[src/rtl/rom_stream_reader.sv]
// rom_stream_reader: reads a contiguous ROM range and streams it out over valid/ready
module rom_stream_reader #(
    parameter int ADDR_W = 10,
    parameter int DATA_W = 8
) (
    input  logic              clk,
    input  logic              rst_n,
    input  logic              start,
    input  logic [ADDR_W-1:0] base_addr,
    input  logic [ADDR_W:0]   length,
    output logic              busy,
    output logic              done,
    output logic [ADDR_W-1:0] rom_addr,
    input  logic [DATA_W-1:0] rom_data,
    output logic [DATA_W-1:0] out_data,
    output logic              out_valid,
    input  logic              out_ready,
    output logic              out_last
);
    typedef enum logic [1:0] {IDLE, ISSUE, CAPT, SEND} state_t;
    state_t state;
    logic [ADDR_W:0] remaining;
    // control FSM: issue address, capture ROM word, hold it on the stream until accepted
    always_ff @(posedge clk) begin
        if (!rst_n) begin
            state     <= IDLE;
            rom_addr  <= '0;
            out_data  <= '0;
            remaining <= '0;
            out_valid <= 1'b0;
            out_last  <= 1'b0;
            busy      <= 1'b0;
            done      <= 1'b0;
        end else begin
            done <= 1'b0;
            case (state)
                IDLE: if (start) begin
                    if (length != '0) begin
                        rom_addr  <= base_addr;
                        remaining <= length;
                        busy      <= 1'b1;
                        state     <= ISSUE;
                    end else begin
                        done <= 1'b1;
                    end
                end
                ISSUE: state <= CAPT;
                CAPT: begin
                    out_data  <= rom_data;
                    out_valid <= 1'b1;
                    out_last  <= (remaining == (ADDR_W+1)'(1));
                    state     <= SEND;
                end
                SEND: if (out_ready) begin
                    out_valid <= 1'b0;
                    out_last  <= 1'b0;
                    remaining <= remaining - 1'b1;
                    if (out_last) begin
                        busy  <= 1'b0;
                        done  <= 1'b1;
                        state <= IDLE;
                    end else begin
                        rom_addr <= rom_addr + 1'b1;
                        state    <= ISSUE;
                    end
                end
                default: state <= IDLE;
            endcase
        end
    end
endmodule
[config.mk]
export PLATFORM = sky130hd
export DESIGN_NAME = rom_stream_reader
export DESIGN_NICKNAME = d
export VERILOG_FILES = /design/src/rtl/rom_stream_reader.sv
export SDC_FILE = /design/constraint.sdc
export NUM_CORES = 1
export LEC_CHECK = 0
export CAP_MARGIN = 10
export CORE_ASPECT_RATIO = 0.8
export CORE_UTILIZATION = 54
export CTS_BUF_LIST = sky130_fd_sc_hd__clkbuf_8
export DETAILED_ROUTE_END_ITERATION = 8
export GPL_TIMING_DRIVEN = 0
export PLACE_DENSITY = 0.87
export SYNTH_ARGS = -nofsm -noshare
export SYNTH_HDL_FRONTEND = slang
export SYNTH_SLANG_ARGS = --single-unit
[constraint.sdc]
create_clock -name clk -period 3.54 [get_ports clk]
set_clock_uncertainty 0.1 [all_clocks]
set_input_delay 0.531 -clock clk [delete_from_list [all_inputs] [get_ports clk]]
set_output_delay 0.531 -clock clk [all_outputs]
set_load 0.01 [all_outputs]
==> flow_summary.toml, run 1 <==
[status]
status = "finished clean"

[timing]
rsz0062_at_grt = "no"
clock.fmax_mhz = 480
finalCritPeriodShare_pct = 58.9
fin_setup_tns_ns = 0
maxSlewHeadroom_pct = 61.2
slew_violations = 0
min_period_ns = 2.08
hold_viol_final = 0
tightestPinTransition_ns = 0.582
setup_viol = 0

[place]
place_congestion = 0.852
dp_hpwl_um = 3930
io_buffers = 54
place_area_um2 = 2660

[die]
die_h_um = 57.3
dieArea_um2 = 4070
ios = 55
core_region_area_um2 = 3540
dieWidth_um = 71.1
core.rowCount = 19
start_util_pct = 58.2

[clock_tree]
cts_made_buffers = 5
htreeDepth = 2
clock-sinks = 35
cts_tree = "built"
clk_path_buf_depth = 2
clkTransAtPathRegs_ns = 0.07
clk_latency_ns = 0.29
cts_hold_buffers = 0
clockRootBuffer = "clkbuf_8"
cts_resized = 0
postCtsSetupRepairBufs = 0

[critical_path]
cpPeakStageDelay_ns = 0.47
crit_fanout = 10
critPathArrivalTime_ns = 2.17
end_kind = "flop"
regToRegSetupSlack_ns = 1.59
worstSetupPathType = "input port to flop"
cp_cell_sequence = "clkdlybuf4s50_1 -> nor4_4 -> nand3_4 -> nand3_4 -> buf_6 -> a21oi_1 -> o32ai_1"
r2r_start = "state[0]"
cpMostUsedCell = "nand3_4"
reg2reg_to = "rom_addr[9]"
crit_required_ns = 3.63
worstSetupStartpointType = "input port"
cp_slowest_cell = "clkdlybuf4s50_1"
r2r_cells = 8

[layout]
design_area_um2 = 2740
n_antenna_cell = 0
num-nets-final = 341
drive_gt1_share_pct = 9.60
syn2layout_area_growth_pct = 32.9

[synthesis]
synth-xor-area-share_pct = 0.849
avgSynthCellArea_um2 = 8.60
yosysWarnings = 0
netlist-cell-type-count = 51
netlist_instances = 240
synth_area_um2 = 2060
synth_edf_count = 0
synth-seq-cells = 35
muxShareOfSynthArea_pct = 6.37
synthSimpleGateAreaFrac_pct = 27.2
synth_top_area_share_pct = 34.0
synth-compound-area-share_pct = 21.6
synth_top_family_by_area = "simple AND/OR/NAND/NOR gates"
synth.area.top_cells = "dfxtp_1, a21oi_1, mux2i_1"
async_flop_share_pct = 0
ys.flop_type = "dfxtp_1"
synthAdderAreaFrac_pct = 4.24
ys_seq_area_share_pct = 34.0
syn-num-nets = 280
synth_largest_area_cell = "dfxtp_1"

[route]
drt_iter0_drc = 131
vias_per_cell = 6.05
routed_wirelength_um = 5540
routedWlPerCell_um = 16.1
drc = 0
drt.antenna.violating_nets = 0
dr.pass1.iters = 7
num_vias = 2081

[global_routing]
grt_overflow = 0
track_usage_pct = 28.3
grt_pass1_vias = 1979
antenna_found_initial = 0
grt_pass1_wl_um = 9000
grt_max_degree = 12

[flow_run]
maxCapViolCount = 0

[min_path]
hold_depth = 2
hold_class = "flop to flop"
whs_endpoint = "remaining[9]"
worst_hold_startpoint = "remaining[9]"

[power_and_ir_drop]
powerDensity_nw_per_um2 = 776
peakVddDrop_mv = 0.454
power_leakage_nw = 1.01
## stage by stage
| stage | utilization (%) | std cells | worst slack [ns] | total power [W] | hold WS [ns] |
|---|---|---|---|---|---|
| 2_1_floorplan | - | 240 | 1.81 | 0.00145 | 0.340 |
| 3_3_place_gp | 75.0 | 336 | 1.22 | 0.00180 | 0.348 |
| 3_5_place_dp | 75.0 | 336 | 1.17 | 0.00182 | 0.354 |
| 4_1_cts | 77.4 | 344 | 1.47 | 0.00211 | 0.366 |
| 5_1_grt | 77.4 | 344 | 1.41 | 0.00227 | 0.396 |
| 6_report | 77.4 | 344 | 1.46 | 0.00213 | 0.371 |
## synth_stat cells, types with 2 or more instances
| master | count |
|---|---|
| buf_2 | 3 |
| nand2b_1 | 2 |
| o32ai_1 | 8 |
| o2bb2ai_1 | 2 |
| and3_1 | 2 |
| and2_1 | 3 |
| clkbuf_1 | 8 |
| buf_6 | 3 |
| inv_1 | 9 |
| or3_1 | 2 |
| dfxtp_1 | 35 |
| nand2_1 | 25 |
| nor3_1 | 5 |
| mux2i_1 | 12 |
| a21o_1 | 2 |
| ha_1 | 7 |
| nor3_2 | 2 |
| nor2_1 | 30 |
| nor4_4 | 2 |
| nand3b_1 | 2 |
| a21oi_1 | 26 |
| a211o_1 | 3 |
| xor2_1 | 2 |
| o31ai_1 | 4 |
| a211oi_1 | 2 |
| nand3_1 | 5 |
| nand4_1 | 5 |
| o211ai_1 | 5 |
| nand3_4 | 2 |
## routing by layer
layer,GRT usage [%],share of wire [%]
met5,0,0
met3,6.36,7.3
met2,45.9,46
met1,37.1,45
met4,11.1,1.6
## registers in the layout, indices dropped and copies added (netlist names)
register,count
busy,1
done,1
out_data,8
out_last,1
out_valid,1
remaining,11
rom_addr,10
state,2
## cells in the final DEF, fill, tap and decap left out, types with 3 or more instances in the layout
cell type        count
a21oi_1             26
and2_1               3
inv_1               10
o211ai_1             5
ha_1                 7
o32ai_1              8
nor2_1              30
nand4_1              5
nand3_1              5
buf_6                3
mux2i_1             12
buf_2                3
clkbuf_8             5
dfxtp_1             35
nand2_1             25
o31ai_1              4
clkdlybuf4s50_1     54
a211o_1              3
nor3_1               5
clkbuf_1             8
## power by group
part,internal [W],leakage (nW),switching [W]
logic,0.000557,0.680,0.000603
clock network,0.000135,0.0453,0.000150
registers,0.000530,0.287,0.000152
total,0.00122,1.01,0.000905
## critical path, delay by kind of cell
family	cells	cell delay, ns
AND/OR/NAND/NOR	3	0.81
AO/OA/AOI/OAI	2	0.19
buffers and inverters	2	0.64
## cell type report
type	count	area, um^2
timing repair buffer	54	541
clock inverter	3	16.3
sequential	35	701
tap	42	52.6
fill	268	801
buffer	14	78.8
inverter	10	38.8
clock buffer	5	68.8
multi-input combinational	181	1240
## cell families after synthesis
kind of cell,count (synthesis)
simple gates,96
flops,35
compound gates,63
xor+xnor,2
buf+inv,24
mux,13
fa+ha+maj,7
## worst max path at each step
stage | start | endpoint | cells past startpoint
finish | length[5] | rom_addr[9] | 7
global route | length[5] | rom_addr[2] | 7
CTS | length[5] | busy | 7
detailed placement | length[5] | busy | 7
global placement | length[5] | rom_addr[4] | 7
floorplan | state[0] | busy | 8
(Power assumes the default switching activity.)
==> run 2: changes to the inputs <==
--- a/config.mk
+++ b/config.mk
@@ -7,11 +7,11 @@
 export LEC_CHECK = 0
 export CAP_MARGIN = 10
 export CORE_ASPECT_RATIO = 0.8
-export CORE_UTILIZATION = 54
+export CORE_UTILIZATION = 50
 export CTS_BUF_LIST = sky130_fd_sc_hd__clkbuf_8
 export DETAILED_ROUTE_END_ITERATION = 8
 export GPL_TIMING_DRIVEN = 0
-export PLACE_DENSITY = 0.87
+export PLACE_DENSITY = 0.81
 export SYNTH_ARGS = -nofsm -noshare
 export SYNTH_HDL_FRONTEND = slang
 export SYNTH_SLANG_ARGS = --single-unit
==> constraint.sdc (replaced) <==
create_clock -name clk -period 1.95 [get_ports clk]
set_clock_uncertainty 0.1 [all_clocks]
set_input_delay 0.2925 -clock clk [delete_from_list [all_inputs] [get_ports clk]]
set_output_delay 0.2925 -clock clk [all_outputs]
set_load 0.01 [all_outputs]
==> flow_summary.toml, run 2 (same netlist as run 1, synthesis figures left out) <==
[timing]
min_period_ns = 1.84
setup_viol = 0
tightestPinTransition_ns = 0.583
rsz0062_at_grt = "yes"
slew_violations = 0
maxSlewHeadroom_pct = 61.2
clock.fmax_mhz = 542
fin_setup_tns_ns = 0
hold_viol_final = 0
finalCritPeriodShare_pct = 94.5

[layout]
fill_cells = 326
design_area_um2 = 2850
largest_reg_flops = 11
top_regs = "remaining: 11 flops, rom_addr: 10 flops, out_data: 8 flops"
final_common_cell = "clkdlybuf4s50_1"
largest-register = "remaining"
n_antenna_cell = 0
drive_gt1_share_pct = 12.4
register_area_um2 = 701
num-nets-final = 346
layout_common_cells = "clkdlybuf4s50_1, dfxtp_1, nor2_1"
syn2layout_area_growth_pct = 37.9
multi_input_area_um2 = 1260

[critical_path]
cp_slowest_cell = "dfxtp_1"
crit_fanout = 9
regToRegSetupSlack_ns = 0.11
end_kind = "flop"
cp_cell_sequence = "ha_2 -> inv_4 -> a2bb2oi_4 -> nand3_4 -> buf_4 -> o211ai_1 -> o31ai_1"
worstSetupStartpointType = "flop"
worstSetupPathType = "flop to flop"
crit_required_ns = 2.02
cpPeakStageDelay_ns = 0.36
critPathArrivalTime_ns = 1.91

[die]
ios = 55
core_region_area_um2 = 3880
dieWidth_um = 73.8
dieArea_um2 = 4390
core.rowCount = 20
die_h_um = 59.5
start_util_pct = 53.2

[route]
drc = 0
dr.pass1.iters = 5
drt_iter0_drc = 212
vias_per_cell = 5.84
routed_wirelength_um = 5680
routedWlPerCell_um = 15.7
num_vias = 2115
drt.antenna.violating_nets = 0

[global_routing]
grt_max_degree = 14
antenna_found_initial = 0
grt_pass1_wl_um = 9180
grt_overflow = 0
grt_pass1_vias = 1973
track_usage_pct = 27.9

[clock_tree]
cts_made_buffers = 5
clk_latency_ns = 0.30
clockRootBuffer = "clkbuf_8"
clkTransAtPathRegs_ns = 0.08
cts_hold_buffers = 0
clock-sinks = 35
htreeDepth = 2
cts_tree = "built"
clk_path_buf_depth = 2

[power_and_ir_drop]
peakVddDrop_mv = 0.796
powerDensity_nw_per_um2 = 1470
power_leakage_nw = 1.05

[place]
dp_hpwl_um = 3990
place_congestion = 0.818
io_buffers = 54
place_area_um2 = 2670

[flow_run]
maxCapViolCount = 0

[min_path]
hold_class = "flop to flop"

[status]
status = "finished clean"
==> run 2: cell types whose count changed in the layout (fill, tap and decap cells not counted), sizes merged <==
cell,change
bufinv,+1
buf,+4
inv,+1
clkinvlp,-1
clkinv,-1
clkbuf,+1
==> run 2: cell type report <==
cell class | count | area share, %
clock buffers | 5 | 2.42
plain buffers | 14 | 2.86
well taps | 55 | 2.42
multi-input cells | 181 | 44.3
clock inverters | 3 | 1.67
repair buffers | 59 | 20.3
flip-flops and latches | 35 | 24.6
inverters | 10 | 1.41
==> run 2: path summary, 6_finish.rpt <==
kind,start,endpoint,cells after the start
setup / recovery,state[1],rom_addr[8],7
hold / removal,remaining[9],remaining[9],2
setup reg to reg,state[1],rom_addr[8],7
hold reg to reg,remaining[9],remaining[9],2
==> run 2: through the flow <==
stage / hold WS, ns / worst slack [ns] / power [W] / utilization [%] / instances
global placement: 0.348 / -0.127 / 0.00328 / 68.9 / 349
global route: 0.397 / -0.0336 / 0.00449 / 73.4 / 362
CTS: 0.371 / 0.0151 / 0.00404 / 72.0 / 357
floorplan: 0.332 / 0.216 / 0.00264 / - / 240
detailed placement: 0.365 / -0.162 / 0.00332 / 68.9 / 349
finish: 0.369 / 0.107 / 0.00419 / 73.4 / 362
==> run 2: report_power, final <==
group	total, W	internal (W)	leakage [nW]	switching, W
Sequential	0.00124	0.000961	0.287	0.000278
Clock	0.000694	0.000388	0.0587	0.000306
Combinational	0.00225	0.00112	0.703	0.00114
Total	0.00419	0.00246	1.05	0.00172
==> run 2: routing by layer <==
metal / up-vias / share of wire (%) / GRT usage [%]
li1: 1004 / - / -
met1: 1004 / 46 / 37.6
met2: 92 / 45 / 44.2
met3: 15 / 7.9 / 5.44
met4: 0 / 1.5 / 10.7
met5: - / 0 / 0
==> run 2: worst max-delay path: cells and delay by family, from the launching register on <==
kind / cells / cell delay, ns
and+or+nand+nor: 1 / 0.20
DFF: 1 / 0.36
buffers and inverters: 2 / 0.32
adders and majority gates: 1 / 0.23
AOI/OAI and AO/OA: 3 / 0.51
==> run 2: what timing repair did <==
action	in CTS	in global routing
endpoints found under the setup margin	8	22
pin swaps	0	2
gates resized for setup	1	5
setup buffers	0	5
